**src/rtl/pe_op_sequencer.sv**
```systemverilog
// pe_op_sequencer: command FIFO feeding a PE issue/execute/memory sequencer with done/error reporting.
module pe_op_sequencer #(
  parameter int FIFO_DEPTH  = 4,
  parameter int MAC_LAT     = 3,
  parameter int ACT_LAT     = 1,
  parameter int NORM_LAT    = 2,
  parameter int MEM_TIMEOUT = 255
) (
  input  logic                          clk,
  input  logic                          rst_n,
  input  logic                          cmd_valid_i,
  output logic                          cmd_ready_o,
  input  logic [31:0]                   cmd_instr_i,
  output logic                          pe_valid_o,
  input  logic                          pe_ready_i,
  output logic [31:0]                   pe_instr_o,
  output logic                          mem_req_o,
  input  logic                          mem_ack_i,
  output logic                          done_o,
  output logic [3:0]                    done_op_o,
  output logic                          err_o,
  output logic                          busy_o,
  output logic [$clog2(FIFO_DEPTH):0]   fifo_count_o
);
  localparam int AW = $clog2(FIFO_DEPTH);
  typedef enum logic [1:0] {IDLE, ISSUE, EXEC, MEM} state_t;
  state_t state;
  logic [31:0] fifo [FIFO_DEPTH];
  logic [AW-1:0] wr_ptr, rd_ptr;
  logic [AW:0] count;
  logic [7:0] cnt, timer;
  logic [3:0] op, head_op;
  logic [31:0] head;
  logic legal, push, pop, mem_to;
  assign head = fifo[rd_ptr];
  assign head_op = head[31:28];
  assign legal = head_op != 4'h0 && head_op <= 4'h4;
  assign cmd_ready_o = count < (AW+1)'(FIFO_DEPTH);
  assign push = cmd_valid_i && cmd_ready_o;
  assign pop = state == ISSUE && (!legal || pe_ready_i);
  assign mem_to = timer == 8'(MEM_TIMEOUT - 1);
  assign pe_valid_o = state == ISSUE && legal;
  assign pe_instr_o = pe_valid_o ? head : 32'h0;
  assign mem_req_o = state == MEM;
  assign done_o = (state == EXEC && cnt == 8'h0) || (state == MEM && mem_ack_i);
  // An ack arriving in the final timeout cycle still counts as success.
  assign err_o = (state == ISSUE && !legal) || (state == MEM && !mem_ack_i && mem_to);
  assign done_op_o = (state == ISSUE && !legal) ? head_op : (done_o || err_o) ? op : 4'h0;
  assign busy_o = state != IDLE || count != '0;
  assign fifo_count_o = count;
  always_ff @(posedge clk)
    if (push) fifo[wr_ptr] <= cmd_instr_i;
  always_ff @(posedge clk or negedge rst_n) begin
    if (!rst_n) begin
      state <= IDLE;
      wr_ptr <= '0;
      rd_ptr <= '0;
      count <= '0;
      cnt <= '0;
      timer <= '0;
      op <= '0;
    end else begin
      if (push) wr_ptr <= wr_ptr + AW'(1);
      if (pop) rd_ptr <= rd_ptr + AW'(1);
      count <= count + {{AW{1'b0}}, push} - {{AW{1'b0}}, pop};
      case (state)
        IDLE: if (count != '0) state <= ISSUE;
        ISSUE:
          if (!legal) state <= IDLE;
          else if (pe_ready_i) begin
            op <= head_op;
            timer <= '0;
            cnt <= head_op == 4'h1 ? 8'(MAC_LAT - 1) : head_op == 4'h2 ? 8'(ACT_LAT - 1) : 8'(NORM_LAT - 1);
            state <= head_op == 4'h4 ? MEM : EXEC;
          end
        EXEC:
          if (cnt == 8'h0) state <= IDLE;
          else cnt <= cnt - 8'h1;
        MEM:
          if (mem_ack_i || mem_to) state <= IDLE;
          else timer <= timer + 8'h1;
      endcase
    end
  end
endmodule

```
**config.mk**
```make
export PLATFORM = sky130hd
export DESIGN_NAME = pe_op_sequencer
export DESIGN_NICKNAME = d
export VERILOG_FILES = /design/src/rtl/pe_op_sequencer.sv
export SDC_FILE = /design/constraint.sdc
export NUM_CORES = 1
export LEC_CHECK = 0
export BUFFER_PORTS_ARGS = -buffer_cell sky130_fd_sc_hd__buf_2
export CAP_MARGIN = 5
export CORE_MARGIN = 4
export CORE_UTILIZATION = 50
export CTS_CLUSTER_DIAMETER = 120
export DETAILED_ROUTE_END_ITERATION = 6
export GPL_TIMING_DRIVEN = 0
export PLACE_DENSITY = 0.68
export SLEW_MARGIN = 20
export SYNTH_ARGS = -nofsm -noshare
export SYNTH_HDL_FRONTEND = slang
export SYNTH_SLANG_ARGS = --single-unit
```
**constraint.sdc**
```tcl
create_clock -name clk -period 3.7 [get_ports clk]
set_input_delay 0.185 -clock clk [delete_from_list [all_inputs] [get_ports clk]]
set_output_delay 0.185 -clock clk [all_outputs]
set_load 0.05 [all_outputs]
```
==> impl_metrics.env <==
export IMPL_outcome="complete, no violations"
export IMPL_slowest_delay_ns=0.63
export IMPL_gr_usage_all_layers_pct=19.1
export IMPL_wl_per_cell_um=18.3
export IMPL_slew_headroom_pct=41.5
export IMPL_final_hold_viol_count=0
export IMPL_power_frac_comb_pct=38.9
export IMPL_worstPathArrival_ns=3.75
export IMPL_tns_ns=0
export IMPL_worstSetupPathType="reg -> reg"
export IMPL_max_cap_violations=0
export IMPL_clock_latency_ns=0.42
export IMPL_slew_violations=0
export IMPL_synth_seq_cells=157
export IMPL_antenna_found_initial=0
export IMPL_irDropWorstVdd_mv=0.532
export IMPL_postRouteAntennaNets=0
export IMPL_clk_pin_slew_ns=0.06
export IMPL_die_w_um=122
export IMPL_crit_slowest_cell="mux4_2"
export IMPL_overflow=0
export IMPL_ctsResizeCount=0
export IMPL_start_util_pct=51.4
export IMPL_seqPwrFrac_pct=35.0
export IMPL_swShare_pct=37.5
export IMPL_period_share_pct=93.5
export IMPL_layout_drive_gt1_share_pct=29.8
export IMPL_vias=3825
export IMPL_cp_end_kind="flop"
export IMPL_max_freq_ghz=0.289
export IMPL_tightest_slew_ns=0.878
export IMPL_required_ns=3.99
export IMPL_clock_sinks=157
export IMPL_mostFrequentLayoutCells="edfxtp_1, buf_2, dlygate4sd3_1"
export IMPL_crit_start="rd_ptr[0]"
export IMPL_wirelength_mm=13.0
export IMPL_r2r_slack_ns=0.24
export IMPL_setup_viol=0
export IMPL_grt_max_degree=30
export IMPL_worst_setup_path_start_kind="flop"
export IMPL_leakage_uw=0.00318
export IMPL_final_common_cell="edfxtp_1"
export IMPL_dr_pass1_iters=4
export IMPL_cts_tree="built"
export IMPL_htreeDepth=4
export IMPL_die_y_um=122
export IMPL_syn_nets=437
export IMPL_syn_to_final_growth_pct=25.3
export IMPL_layout_min_cycle_time_ns=3.46
export IMPL_cts_root_buf="clkbuf_16"
export IMPL_clk_path_buf_depth=2
export IMPL_fillers=968
export IMPL_ys_seq_area_share_pct=69.9
export IMPL_ioPinCount=82
export IMPL_yosys_warnings=0
export IMPL_first_iter_violations=187
export IMPL_die_area_mm2=0.0150
export IMPL_cp_max_fo=9
export IMPL_vias_per_cell=5.39
export IMPL_syn_inst=389
export IMPL_crit_family="adder cells"
export IMPL_avgSynthCellArea_um2=16.8
export IMPL_nets=573
export IMPL_port_buffers=80
export IMPL_power_density_mw_per_mm2=821
export IMPL_p_int_uw=4200
export IMPL_numCtsBuffers=17
export IMPL_fin_util_pct=64.4
export IMPL_path_cells="buf_6, mux4_2, nor4b_1, a21oi_1, o21a_1, ha_1, inv_1, ha_1, inv_1, fa_1, xnor2_1, xnor2_1"
export IMPL_first_global_vias=4124
export IMPL_synthDistinctLibCells=44
export IMPL_ff2ff_path_depth=12
export IMPL_path_buf_inv=3
export IMPL_reg2reg_from="rd_ptr[0]"
export IMPL_core_mm2=0.0127
export IMPL_p_switching_uw=2530
export IMPL_multi_input_area_mm2=0.00182
export IMPL_seq_area_mm2=0.00457
export IMPL_fin_skew_ns=0.0164
export IMPL_gp_congestion=0.813
export IMPL_reg2reg_to="fifo_count_o[2]"
export IMPL_hold_class="in -> reg"
export IMPL_drc=0
export IMPL_cp_depth=12
export IMPL_clockPowerShare_pct=26.1
export IMPL_rows=41
export IMPL_n_antenna_cell=0
export IMPL_dpl_hpwl_mm=8.29
export IMPL_cp_endpoint="fifo_count_o[2]"
export IMPL_synthesis_area_mm2=0.00654
export IMPL_rsz0062_at_grt="no"
export IMPL_grt_pass1_wl_mm=21.5
==> area by class of cell <==
type	count	area share [%]
Sequential cell	157	55.8
Inverter	18	0.824
Tap cell	172	2.63
Multi-Input combinational cell	194	22.2
Buffer	20	1.15
Clock buffer	18	5.24
Timing Repair Buffer	117	10.3
Clock inverter	13	2.00
==> registers in the layout, summed over array words and instances, names as in the netlist <==
| signal | cells |
|---|---|
| fifo | 128 |
| fifo_count_o | 3 |
| wr_ptr | 2 |
| timer | 8 |
| cnt | 8 |
| state | 2 |
| rd_ptr | 2 |
| op | 4 |
==> power by group through the flow <==
stage	registers (µW)	logic (µW)	clock network, µW
CTS	2360	2670	1780
global route	2390	2840	1860
detailed placement	2400	2620	0
global placement	2390	2530	0
finish	2360	2620	1760
floorplan	2420	1880	0
==> per-layer routing <==
layer	track usage [%]	share of wire, %
met1	24.0	43
met2	32.6	52
met3	4.65	4.4
met5	0	0
met4	6.51	1.2
==> synthesized netlist by cell type, drive strengths merged <==
cell / instances / area share (%)
and4: 1 / 0.17
o32ai: 1 / 0.13
nand2b: 4 / 0.50
a32o: 3 / 0.46
mux2i: 2 / 0.31
nand4: 4 / 0.38
and3: 29 / 2.8
o211ai: 2 / 0.23
dfrtp: 29 / 11
nor2b: 2 / 0.19
o2111ai: 2 / 0.27
nor2: 21 / 1.2
xnor2: 8 / 1.1
and2: 6 / 0.57
a311oi: 1 / 0.13
o21a: 1 / 0.11
nor4: 3 / 0.29
or2: 2 / 0.19
edfxtp: 128 / 59
buf: 4 / 0.52
or3: 3 / 0.29
conb: 1 / 0.057
inv: 18 / 1.0
a21oi: 3 / 0.23
ha: 10 / 1.9
clkbuf: 16 / 0.92
mux4: 32 / 11
a21boi: 2 / 0.23
a31oi: 5 / 0.48
nand3: 4 / 0.31
nor4b: 1 / 0.13
mux2: 3 / 0.57
nand2: 15 / 0.86
o21ai: 8 / 0.61
xor2: 7 / 0.94
a22o: 1 / 0.13
o211a: 1 / 0.15
nor3: 5 / 0.46
fa: 1 / 0.31
==> cells by family after synthesis <==
logic type               synth area share, %
other                                 0.0573
AND/OR/NAND/NOR                         8.32
buffers and inverters                   2.47
flip-flops                              69.9
adder cells (fa/ha/maj)                 2.22
XOR/XNOR                                2.01
multiplexers                            11.9
AO/OA/AOI/OAI                           3.18
==> worst min-delay path by stage <==
stage / startpoint / to / slack (ns) / cells past startpoint
after floorplan: rst_n / cnt[0] / -0.11 / 0
after global placement: rst_n / cnt[4] / 0.25 / 1
after detailed placement: rst_n / cnt[6] / 0.25 / 1
after CTS: pe_ready_i / state[0] / 0.07 / 2
after global routing: pe_ready_i / state[0] / 0.09 / 2
final: pe_ready_i / state[0] / 0.09 / 2
==> metrics by stage <==
| stage | instance area, µm² | setup WS [ns] | instances | hold slack (ns) | total power (µW) |
|---|---|---|---|---|---|
| final | 8200 | 0.240 | 709 | 0.0945 | 6730 |
| after global routing | 8200 | 0.0181 | 709 | 0.0892 | 7090 |
| after CTS | 8200 | 0.266 | 709 | 0.0708 | 6810 |
| after detailed placement | 7270 | 0.310 | 645 | 0.250 | 5010 |
| after global placement | 7160 | 0.325 | 641 | 0.252 | 4920 |
| after floorplan | 6540 | 0.663 | 389 | -0.111 | 4300 |
==> what timing repair did <==
item	in CTS	in global routing
endpoints found under the hold margin	157	0
hold buffers	33	0
buffers inserted	0	0
No activity file was read; power rests on OpenSTA's default activity.
